==> src/rtl/reg_file_ctrl.sv <==
// reg_file_ctrl: byte-stream command decoder driving register file writes/reads with TX read-back
module reg_file_ctrl #(
  parameter int DATA_WIDTH = 8,
  parameter int ADDR_WIDTH = 4,
  parameter int TIMEOUT    = 1000
) (
  input  logic                  CLK,
  input  logic                  RST,
  input  logic [7:0]            RX_P_DATA,
  input  logic                  RX_D_VLD,
  output logic                  WrEn,
  output logic                  RdEn,
  output logic [ADDR_WIDTH-1:0] Address,
  output logic [DATA_WIDTH-1:0] WrData,
  input  logic [DATA_WIDTH-1:0] RdData,
  output logic [7:0]            TX_P_DATA,
  output logic                  TX_D_VLD,
  input  logic                  TX_BUSY,
  output logic [7:0]            ERR_CNT
);
  localparam int TW = $clog2(TIMEOUT + 1);
  localparam logic [TW-1:0] TMR_LAST = TW'(TIMEOUT - 1);
  typedef enum logic [2:0] {IDLE, WR_ADDR, WR_DATA, WR_EXEC, RD_ADDR, RD_REQ, RD_WAIT, TX_SEND} state_t;
  state_t                state_q, state_d;
  logic [ADDR_WIDTH-1:0] addr_q, addr_d;
  logic [DATA_WIDTH-1:0] wd_q, wd_d;
  logic [7:0]            txd_q, txd_d;
  logic                  vld_q, vld_d;
  logic                  wren_q, wren_d;
  logic                  rden_q, rden_d;
  logic [7:0]            err_q, err_d;
  logic [TW-1:0]         tmr_q, tmr_d;
  logic                  err_inc;
  logic                  timed;
  // next-state decode; strobes are registered from the one-cycle execute states
  always_comb begin
    state_d = state_q;
    addr_d  = addr_q;
    wd_d    = wd_q;
    txd_d   = txd_q;
    vld_d   = vld_q;
    tmr_d   = '0;
    err_inc = 1'b0;
    wren_d  = state_q == WR_EXEC;
    rden_d  = state_q == RD_REQ;
    timed   = state_q inside {WR_ADDR, WR_DATA, RD_ADDR};
    case (state_q)
      IDLE: if (RX_D_VLD) begin
        state_d = RX_P_DATA == 8'hAA ? WR_ADDR : RX_P_DATA == 8'hBB ? RD_ADDR : IDLE;
        err_inc = !(RX_P_DATA inside {8'hAA, 8'hBB});
      end
      WR_ADDR: if (RX_D_VLD) begin
        addr_d  = RX_P_DATA[ADDR_WIDTH-1:0];
        state_d = WR_DATA;
      end
      WR_DATA: if (RX_D_VLD) begin
        wd_d    = DATA_WIDTH'(RX_P_DATA);
        state_d = WR_EXEC;
      end
      WR_EXEC: state_d = IDLE;
      RD_ADDR: if (RX_D_VLD) begin
        addr_d  = RX_P_DATA[ADDR_WIDTH-1:0];
        state_d = RD_REQ;
      end
      RD_REQ: state_d = RD_WAIT;
      RD_WAIT: if (!rden_q) begin
        txd_d   = 8'(RdData);
        vld_d   = 1'b1;
        state_d = TX_SEND;
      end
      TX_SEND: if (!TX_BUSY) begin
        vld_d   = 1'b0;
        state_d = IDLE;
      end
      default: state_d = IDLE;
    endcase
    if (RX_D_VLD && state_q inside {WR_EXEC, RD_REQ, RD_WAIT, TX_SEND})
      err_inc = 1'b1;
    if (timed && !RX_D_VLD) begin
      state_d = tmr_q == TMR_LAST ? IDLE : state_q;
      err_inc = tmr_q == TMR_LAST;
      tmr_d   = tmr_q == TMR_LAST ? '0 : tmr_q + 1'b1;
    end
    err_d = err_inc && err_q != 8'hFF ? err_q + 8'd1 : err_q;
  end
  // state and output registers with synchronous active-low reset
  always_ff @(posedge CLK) begin
    if (!RST) begin
      state_q <= IDLE;
      addr_q  <= '0;
      wd_q    <= '0;
      txd_q   <= '0;
      vld_q   <= 1'b0;
      wren_q  <= 1'b0;
      rden_q  <= 1'b0;
      err_q   <= '0;
      tmr_q   <= '0;
    end else begin
      state_q <= state_d;
      addr_q  <= addr_d;
      wd_q    <= wd_d;
      txd_q   <= txd_d;
      vld_q   <= vld_d;
      wren_q  <= wren_d;
      rden_q  <= rden_d;
      err_q   <= err_d;
      tmr_q   <= tmr_d;
    end
  end
  assign WrEn      = wren_q;
  assign RdEn      = rden_q;
  assign Address   = addr_q;
  assign WrData    = wd_q;
  assign TX_P_DATA = txd_q;
  assign TX_D_VLD  = vld_q;
  assign ERR_CNT   = err_q;
endmodule
==> config.mk <==
export PLATFORM = sky130hd
export DESIGN_NAME = reg_file_ctrl
export DESIGN_NICKNAME = d
export VERILOG_FILES = /design/src/rtl/reg_file_ctrl.sv
export SDC_FILE = /design/constraint.sdc
export NUM_CORES = 1
export LEC_CHECK = 0
export CAP_MARGIN = 20
export CORE_MARGIN = 3
export CORE_UTILIZATION = 30
export CTS_CLUSTER_DIAMETER = 40
export DETAILED_ROUTE_END_ITERATION = 7
export DONT_BUFFER_PORTS = 1
export PLACE_DENSITY_LB_ADDON = 0.3
export SLEW_MARGIN = 10
export SYNTH_ARGS = -nofsm -noshare
export SYNTH_HDL_FRONTEND = slang
export SYNTH_SLANG_ARGS = --single-unit
export TNS_END_PERCENT = 100
==> constraint.sdc <==
create_clock -name CLK -period 2.2 [get_ports CLK]
set_input_delay 0.44 -clock CLK [delete_from_list [all_inputs] [get_ports CLK]]
set_output_delay 0.44 -clock CLK [all_outputs]
set_load 0.1 [all_outputs]
==> results.ini, run 1 <==
[status]
status=completed

[drt]
drt-total-wl_um=4340
dr.pass1.iters=4
via_per_inst=4.84
wl_per_cell_um=13.2
vias=1586
drt-initial-drc-count=101
route.detailed.drc=0
ant_nets=0

[worst_setup_path]
cp_slowest_cell=or3_4
cp-start-kind=flip-flop
critical-path-top-delay-family=compound AO/OA/AOI/OAI gates
max_stage_delay_ns=0.46
worst_ep_required_time_ns=2.42
path_class=flip-flop to flip-flop
cp.arrival_ns=2.04
end_kind=flip-flop
crit_chain=or3_4 -> a21oi_1 -> o21ai_2 -> a211oi_2 -> mux2i_1
worst-path-max-fanout=12
worst-path-buf-inv=0

[floorplan]
dieArea_um2=7810
io-pin-count=51
start_util_pct=31.5
fp.dieW_um=88.4
fp.coreArea_um2=6460
dieHeight_um=88.4
rows=29

[timing]
slew_viol_final=0
skew_ns=0.00701
setup_tns_ns=0
max_freq_ghz=0.549
setup_viol=0
finalCriticalPeriod_ns=1.82
tightest_slew_ns=0.486
slew_headroom_pct=67.5
fin_crit_sh_pct=82.7
hold_viol=0
rsz0062_at_grt=no

[finish]
syn_to_final_growth_pct=20.1
fin_util_pct=37.9
drive_gt1_share_pct=24.7
insertedDiodeCount=0
nNetsFinal=272
fin_area_um2=2450

[clock_tree]
cts_hold_buf=0
clkSinkCount=44
post_cts_buffers=0
cts_buffer_depth=2
htree_levels=2
root_buffer=clkbuf_8
cts_tree=yes
cts_buffers=5
path_clk_slew_ns=0.08
cts_resized=0
clk_latency_ns=0.30

[synthesis]
ys_seq_area_share_pct=43.2
ys_ff_latch=44
synth_top_family_by_area=simple AND/OR/NAND/NOR gates
async_flop_share_pct=0
synth_xor_area_share_pct=4.73
synth_area_um2=2040
yosysWarnings=0
synth_edf_count=0
synthFlopType=dfxtp_1
syn_nets=239
synth_compound_gate_area_share_pct=11.4
syn_avg_cell_area_um2=9.39
synth_mux_area_share_pct=13.8
syn_inst=217
synth_fa_ha_area_share_pct=1.23
synth.distinct_cells=45
synthSimpleGateAreaFrac_pct=23.1

[power]
p_leak_uw=0.000915
p_per_area_nw_per_um2=576
peakVddDrop_mv=0.323

[placed_design]
post-dp-hpwl_um=3200
place_area_um2=2360
gp_congestion=0.785
io_buffers=0

[job]
maxCapViolations=0

[global_routing]
grt_max_degree=27
grt.total_usage_pct=11.8
grt_pass1_vias=1587
gr-total-overflow=0
antenna_found_initial=0
grt_pass1_wl_um=7260

[worst_hold_path]
hp-class=primary input to flip-flop

[cell usage in the layout, fill, tap and decap left out, drive strengths merged, types with 2 or more instances in the layout]
cell / n
nand2b: 6
ha: 2
inv: 2
xnor2: 7
and3: 5
nor3: 6
nand3: 8
xor2: 4
o21ai: 7
nand2: 16
mux2i: 28
a211oi: 2
clkbuf: 5
a21oi: 9
nor3b: 3
o211ai: 3
buf: 34
clkinv: 2
nor2: 38
nor4bb: 2
o21a: 2
nand4: 2
o211a: 3
dfxtp: 44
[power by group]
group / switching (µW) / internal, µW / leakage [µW]
clock network: 285 / 225 / 0.0000445
logic: 69.3 / 25.4 / 0.000513
registers: 3.00 / 801 / 0.000358
total: 358 / 1050 / 0.000915
[layer usage]
layer  up-vias  global-route usage (%)  routed length (µm)
li1        827                       -                   -
met1       709                    14.4                2010
met2        44                    18.9                1950
met3         6                    4.84                 320
met4         0                    4.12                  57
met5         -                       0                   0
[Yosys cell counts, types with 2 or more instances]
cell type	instances	area [µm²]
nand3_1	8	40.0
a21oi_1	9	45.0
and3_1	4	25.0
clkbuf_1	3	11.3
nand2_1	15	56.3
ha_1	2	25.0
buf_2	3	15.0
mux2i_1	28	280
o21ai_2	2	17.5
nor3_1	4	20.0
nor2_1	38	143
a211oi_2	2	25.0
o21ai_1	2	10.0
xnor2_1	7	61.3
nor3b_1	3	22.5
nand2b_1	6	37.5
xor2_1	4	35.0
o211a_1	2	20.0
o21a_1	2	15.0
dfxtp_1	44	881
nand4_1	2	12.5
nor4bb_1	2	20.0
o21ai_0	3	15.0
[sequential cells by signal (all words and copies together) (netlist names)]
signal / cells
Address: 4
RdEn: 1
WrEn: 1
TX_D_VLD: 1
WrData: 8
ERR_CNT: 8
tmr_q: 10
state_q: 3
TX_P_DATA: 8
[worst paths after layout]
path / start / end / slack (ns) / cells past startpoint
worst max register to register: state_q[2]$_SDFFE_PN0P_ / ERR_CNT[5]$_SDFFE_PN0P_ / 0.38 / 5
worst min register to register: tmr_q[0]$_SDFF_PP0_ / tmr_q[0]$_SDFF_PP0_ / 0.47 / 1
worst min-delay path: RST / ERR_CNT[3]$_SDFFE_PN0P_ / 0.28 / 2
worst max-delay path: state_q[2]$_SDFFE_PN0P_ / ERR_CNT[5]$_SDFFE_PN0P_ / 0.38 / 5
[cells by family after synthesis]
family	Yosys count
AO/OA/AOI/OAI	30
buffers and inverters	10
XOR/XNOR	11
adder cells (fa/ha/maj)	2
multiplexers	28
flip-flops	44
AND/OR/NAND/NOR	92
[metrics by stage]
| stage | worst slack, ns | cells | power [µW] | hold slack (ns) |
|---|---|---|---|---|
| after floorplan | 0.0573 | 217 | 902 | 0.430 |
| after global placement | 0.456 | 320 | 917 | 0.447 |
| after detailed placement | 0.425 | 320 | 918 | 0.450 |
| after CTS | 0.379 | 328 | 1440 | 0.267 |
| after global routing | 0.243 | 328 | 1480 | 0.265 |
| final | 0.380 | 328 | 1410 | 0.282 |
[layout make-up]
type,instances,area (µm²)
Clock buffer,5,68.8
Fill cell,683,4010
Clock inverter,3,21.3
Timing Repair Buffer,34,255
Multi-Input combinational cell,163,1110
Sequential cell,44,888
Tap cell,77,96.3
Inverter,2,7.51
Power figures use the tool's default switching activity.
==> inputs of run 2 (changes only) <==
- clock period: 2.2 -> 1.5 ns (I/O delays scaled with it)
==> run 2 against run 1 <==
The flow now finishes with violations (negative setup slack). Worst hold slack got worse by 0.15 ns. Fmax grew 12%. Sequential power is 46% higher. Largest cell class unchanged.
==> results.ini, run 2 (synthesized netlist as in run 1, its figures left out) <==
[status]
status=finished with violations
violations=negative setup slack

[worst_setup_path]
end_kind=flip-flop
crit_chain=or3_4 -> o211ai_4 -> o21ai_4 -> buf_4 -> a21oi_2 -> mux2i_1
critical-path-top-delay-family=compound AO/OA/AOI/OAI gates
cp.arrival_ns=1.86
path_class=flip-flop to flip-flop
cp-start-kind=flip-flop
worst_ep_required_time_ns=1.73
cp_slowest_cell=or3_4
worst-path-buf-inv=1
worst-path-max-fanout=5
max_stage_delay_ns=0.41

[timing]
hold_viol=0
rsz0062_at_grt=yes
tightest_slew_ns=0.321
max_freq_ghz=0.615
fin_crit_sh_pct=108
slew_viol_final=0
setup_viol=6
fin_ws_ns=-0.127
fin_hold_ws_ns=0.130
slew_headroom_pct=78.6
finalCriticalPeriod_ns=1.63
skew_ns=0.00361

[power]
p_per_area_nw_per_um2=769
p_leak_uw=0.00106
finalPower_uw=2170
peakVddDrop_mv=0.527

[clock_tree]
cts_buffers=5
cts_tree=yes
path_clk_slew_ns=0.09
clkSinkCount=44
cts_buffer_depth=2
root_buffer=clkbuf_8
clk_latency_ns=0.30
htree_levels=2

[job]
maxCapViolations=0

[floorplan]
io-pin-count=51
fp.dieW_um=88.4
dieArea_um2=7810
fp.coreArea_um2=6460
start_util_pct=31.5
rows=29
dieHeight_um=88.4

[finish]
multiInputGateArea_um2=1250
insertedDiodeCount=0
regMostFlops=tmr_q
mostFrequentLayoutCells=buf_4, nor2_1, dfxtp_1, mux2i_1, nand2_1
fin_util_pct=43.7
fin_area_um2=2830
nNetsFinal=293
largest_reg_flops=10
instances_no_fill=349
register_area_um2=925
final_common_cell=buf_4
nFillCells=638
syn_to_final_growth_pct=38.7
drive_gt1_share_pct=39.7

[drt]
drt-initial-drc-count=64
via_per_inst=4.81
vias=1678
ant_nets=0
drt-total-wl_um=4820
dr.pass1.iters=4
route.detailed.drc=0
wl_per_cell_um=13.8

[global_routing]
grt.total_usage_pct=12.8
grt_pass1_wl_um=7870
grt_max_degree=27
grt_pass1_vias=1715
antenna_found_initial=0
gr-total-overflow=0

[placed_design]
gp_congestion=0.745
post-dp-hpwl_um=3490
place_area_um2=2570
dp.cells=339
io_buffers=0

[worst_hold_path]
hp-class=primary input to flip-flop

run 2: cell types whose count changed in the layout (fill, tap and decap cells not counted), moves of 3 or more:
cell     before  now
buf_4        34   49
buf_6         0    4
dfxtp_1      38   27
dfxtp_4       0    9
a21oi_1       9    6
run 2: what timing repair did:
action / 4_1_cts / 5_1_grt
hold buffers: 0 / 0
gates cloned: 0 / 0
buffers inserted: 0 / 2
setup endpoints to repair: 19 / 29
pin swaps: 3 / 11
resized for setup: 12 / 27
run 2: layout make-up:
class	count	area share (%)
Timing Repair Buffer	55	15.9
Clock inverter	1	0.177
Sequential cell	44	32.7
Tap cell	77	3.41
Clock buffer	7	3.45
Multi-Input combinational cell	163	44.1
Inverter	2	0.266
run 2: final timing paths:
check | startpoint | to | slack [ns] | depth (start not counted)
hold reg to reg | ERR_CNT[5]$_SDFFE_PN0P_ | ERR_CNT[5]$_SDFFE_PN0P_ | 0.50 | 2
setup reg to reg | state_q[1]$_SDFFE_PN0P_ | ERR_CNT[3]$_SDFFE_PN0P_ | -0.13 | 6
hold / removal | RST | ERR_CNT[4]$_SDFFE_PN0P_ | 0.13 | 2
setup / recovery | state_q[1]$_SDFFE_PN0P_ | ERR_CNT[3]$_SDFFE_PN0P_ | -0.13 | 6
run 2: per-stage QoR:
| stage | TNS (ns) | setup slack, ns |
|---|---|---|
| floorplan | -0.161 | -0.0727 |
| global placement | -0.0922 | -0.0471 |
| detailed placement | -0.384 | -0.112 |
| CTS | -0.107 | -0.0823 |
| global route | -1.01 | -0.212 |
| finish | -0.325 | -0.127 |
run 2: where the power goes:
part	total, µW	leakage [µW]	internal (µW)	switching, µW
combinational	157	0.000646	50.3	107
clock	845	0.0000534	428	417
sequential	1170	0.000366	1160	9.70
run 2: metal layers:
layer	routed length [µm]	GRT usage [%]
met1	2120	15.5
met2	2250	21.0
met3	387	4.93
met4	56	3.98
met5	0	0
==> inputs of run 3 (changes only) <==
- SKIP_LAST_GASP: not set -> 1
==> run 3 against run 2 <==
The run still ends with negative setup slack left. Register-to-register slack about the same. Design area unchanged. Sequential share of layout area unchanged. Largest power group unchanged.
==> results.ini, run 3 (synthesized netlist as in run 1, its figures left out) <==
[status]
status=finished with violations
violations=negative setup slack

[floorplan]
io-pin-count=51
dieHeight_um=88.4
dieArea_um2=7810
fp.dieW_um=88.4
fp.coreArea_um2=6460
rows=29
start_util_pct=31.5

[timing]
setup_tns_ns=-0.319
skew_ns=0.00357
fin_hold_ws_ns=0.130
setup_viol=6
max_freq_ghz=0.615
fin_crit_sh_pct=108
slew_viol_final=0
slew_headroom_pct=78.6
hold_viol=0
rsz0062_at_grt=yes
finalCriticalPeriod_ns=1.63
tightest_slew_ns=0.321
fin_ws_ns=-0.126

[worst_setup_path]
reg2regPathDepth=6
worst-path-stages=6
worst-path-max-fanout=5
cp.arrival_ns=1.85
r2r_slack_ns=-0.13
max_stage_delay_ns=0.40
cp_slowest_cell=or3_4
worst-path-buf-inv=1
crit_chain=or3_4 -> o211ai_4 -> o21ai_4 -> buf_4 -> a21oi_2 -> mux2i_1
cp-start-kind=flip-flop
end_kind=flip-flop
worst_ep_required_time_ns=1.73
critical-path-top-delay-family=compound AO/OA/AOI/OAI gates
path_class=flip-flop to flip-flop

[clock_tree]
clk_latency_ns=0.30
cts_buffers=5
root_buffer=clkbuf_8
cts_buffer_depth=2
cts_hold_buf=0
path_clk_slew_ns=0.09
cts_tree=yes
clkSinkCount=44
htree_levels=2

[power]
p_sw_uw=533
power.share.sequential_pct=53.9
p_per_area_nw_per_um2=769
peakVddDrop_mv=0.527
pwr-share-clk_pct=38.9
combPwrFrac_pct=7.2
p_sw_share_pct=24.5
internal_power_uw=1640
p_leak_uw=0.00106
finalPower_uw=2170

[global_routing]
grt_pass1_vias=1713
antenna_found_initial=0
grt_max_degree=27
grt_pass1_wl_um=7870
grt.total_usage_pct=12.8
gr-total-overflow=0

[placed_design]
dp.cells=339
post-dp-hpwl_um=3490
gp_congestion=0.745
io_buffers=0

[drt]
route.detailed.drc=0
wl_per_cell_um=13.8
vias=1678
drt-initial-drc-count=59
drt-total-wl_um=4820
ant_nets=0
dr.pass1.iters=4
via_per_inst=4.81

[finish]
nFillCells=638
mostFrequentLayoutCells=buf_4, nor2_1, dfxtp_1, mux2i_1, nand2_1
final_common_cell=buf_4
largest_reg_flops=10
insertedDiodeCount=0
drive_gt1_share_pct=39.7
register_area_um2=925
instances_no_fill=349
nNetsFinal=293
multiInputGateArea_um2=1250
regMostFlops=tmr_q
syn_to_final_growth_pct=38.7

[worst_hold_path]
hp-class=primary input to flip-flop
whs_path_depth=2

[job]
maxCapViolations=0

-- run 3: power by group through the flow --
stage | registers (µW) | logic, µW | clock network [µW]
after floorplan | 1260 | 60.4 | 0
after global placement | 1200 | 140 | 0
after detailed placement | 1200 | 142 | 0
after CTS | 1170 | 151 | 886
after global routing | 1170 | 166 | 926
final | 1170 | 157 | 845
-- run 3: cell type report --
cell class                 instances  area share, %
inverter                           2          0.266
tap                               77           3.41
clock inverter                     1          0.177
timing repair buffer              55           15.9
sequential                        44           32.7
multi-input combinational        163           44.1
clock buffer                       7           3.45
-- run 3: path summary, 6_finish.rpt --
kind                                start                       to
hold / removal                        RST  ERR_CNT[4]$_SDFFE_PN0P_
hold reg to reg   ERR_CNT[5]$_SDFFE_PN0P_  ERR_CNT[5]$_SDFFE_PN0P_
setup reg to reg  state_q[1]$_SDFFE_PN0P_  ERR_CNT[3]$_SDFFE_PN0P_
setup / recovery  state_q[1]$_SDFFE_PN0P_  ERR_CNT[3]$_SDFFE_PN0P_
-- run 3: routing by layer --
layer	share of wire [%]	GRT usage, %
met5	0	0
met4	1.2	3.98
met3	8.0	4.93
met2	47	21.0
met1	44	15.5
-- run 3: what timing repair did --
item,CTS,global route
buffers inserted,0,2
setup endpoints to repair,19,29
gates resized for setup,12,27
pin swaps,3,10
-- run 3: metrics by stage --
step                      worst slack [ns]  cell area, µm²  util, %
after floorplan                    -0.0727            2100        -
after global placement             -0.0471            2570     39.8
after detailed placement            -0.112            2570     39.8
after CTS                          -0.0823            2720     42.2
after global routing                -0.212            2830     43.7
final                               -0.126            2830     43.7
-- run 3: worst reg2reg max path: cells and delay by family, from the launching register on --
kind / cells / cell delay [ns]
flops: 1 / 0.35
mux: 1 / 0.19
simple gates: 1 / 0.41
compound gates: 3 / 0.47
buf+inv: 1 / 0.15
==> patch (flow settings as in run 1) <==
Put one more register stage on the output `TX_P_DATA`. The value now appears one clock later. The other outputs are not delayed to match.
--- a/src/rtl/reg_file_ctrl.sv
+++ b/src/rtl/reg_file_ctrl.sv
@@ -112,5 +112,7 @@
   assign Address   = addr_q;
   assign WrData    = wd_q;
-  assign TX_P_DATA = txd_q;
+  always_ff @(posedge CLK) begin
+    TX_P_DATA <= txd_q;
+  end
   assign TX_D_VLD  = vld_q;
   assign ERR_CNT   = err_q;
Behaviour: not the same (Yosys sat finds a counterexample within 10 cycles, from zero or initial values and one cycle with RST low).
==> patch against run 1 <==
  * Critical path depth stayed put
  * Critical endpoint is now ERR_CNT[6]
  * Critical path type unchanged
  * Worst setup slack worse by 0.14 ns
  * Core utilization is 0.48 points higher
  * Sequential share of layout area is 3.0 points higher
  * Sequential cell count is 8 higher
  * Wire length is 6.5% higher
  * Area after synthesis is 6.4% higher
  * Clock skew is 0.0095 ns higher
  * Design area is 8.3% higher
  * Highest routed layer unchanged
Power is not compared: it rests on default switching activity, and its combinational part moved more than twofold at a synthesized area within 25%.
==> patch: results (changes against run 1) <==
- Synth top area cells: dfxtp_1, mux2i_1, nor2_1
- Status: completed
- First-pass GRT wire length: 7690 um (+6.0%)
- Critical Path Max Stage Delay: 0.48 ns (+0.02 ns)
- Worst Skew: 0.0165 ns (+0.00947 ns)
- Wl on met1: 2010 um (about the same)
- Met3 usage: 0.0514 (+0.00295)
- Worst EP arrival: 2.18 ns (+0.14 ns)
- Seq/Total Area, Yosys: 0.480 (+0.0477)
- Hold Crit Depth: 1 (-1)
- Hold EP: state_q[2]
- Clock transition at path regs: 0.11 ns (+0.03 ns)
- Multi-input gate area: 1090 um2 (-2.1%)
- Post-DR vias/cell: 4.77 (-1.4%)
- Metal2 WL: 2100 um (+7.5%)
- Iteration-0 DRC Markers: 93 (-7.9%)
- Mapped Nets: 253 (+5.9%)
- Vias in the first global route: 1648 (+3.8%)
- Final hold slack: 0.240 ns (-0.0420 ns)
- Synthesized area: 2170 um2 (+6.4%)
- GRT met1 Usage: 0.139 (-0.00477)
- Cells after DPL: 355 (+11%)
- WL/cell: 12.7 um (-3.8%)
- Final net count: 288 (+5.9%)
- R2R Setup Slk: 0.24 ns (-0.14 ns)
- Met3 wire length: 461 um (+44%)
- Period utilization: 0.891 (+0.0633)
- Place WS: 0.148 ns (-0.277 ns)
- Routability cong.: 0.786 (about the same)
- Crit path from: state_q[1]
- Distinct cells, synth: 39 (-13%)
- Layout cell share with drive strength beyond 1: 0.191 (-0.0560)
- Pin count of the biggest net entering global routing: 23 (-15%)
- DP HPWL: 3270 um (+2.0%)
- Mapped Avg Cell Area: 9.39 um2 (about the same)
- M2 GR Usage: 0.175 (-0.0142)
- CP max FO: 10 (-2)
- Worst reg2reg path endpoint: ERR_CNT[6]
- Vias: 1731 (+9.1%)
==> patch: layout make-up <==
type,instances,area share
multi-input combinational,165,0.410
sequential,52,0.393
timing repair buffer,38,0.108
tap,96,0.0453
clock buffer,5,0.0260
clock inverter,3,0.0127
inverter,4,0.00567
==> patch: power breakdown <==
group | total (mW) | leakage (nW) | switching (mW) | internal, mW
clock | 0.595 | 0.0515 | 0.355 | 0.240
combinational | 0.216 | 0.555 | 0.154 | 0.0620
sequential | 0.971 | 0.420 | 0.0141 | 0.957
==> patch: kinds of logic (layout without fill, tap and decap cells) <==
kind of cell | count (synthesis) | in the layout | share of synthesized area
AND/OR/NAND/NOR | 96 | 96 | 0.214
flip-flops | 52 | 52 | 0.480
XOR/XNOR | 11 | 11 | 0.0444
multiplexers | 28 | 28 | 0.129
buffers and inverters | 14 | 50 | 0.0265
adder cells (fa/ha/maj) | 3 | 3 | 0.0162
AO/OA/AOI/OAI | 27 | 27 | 0.0894
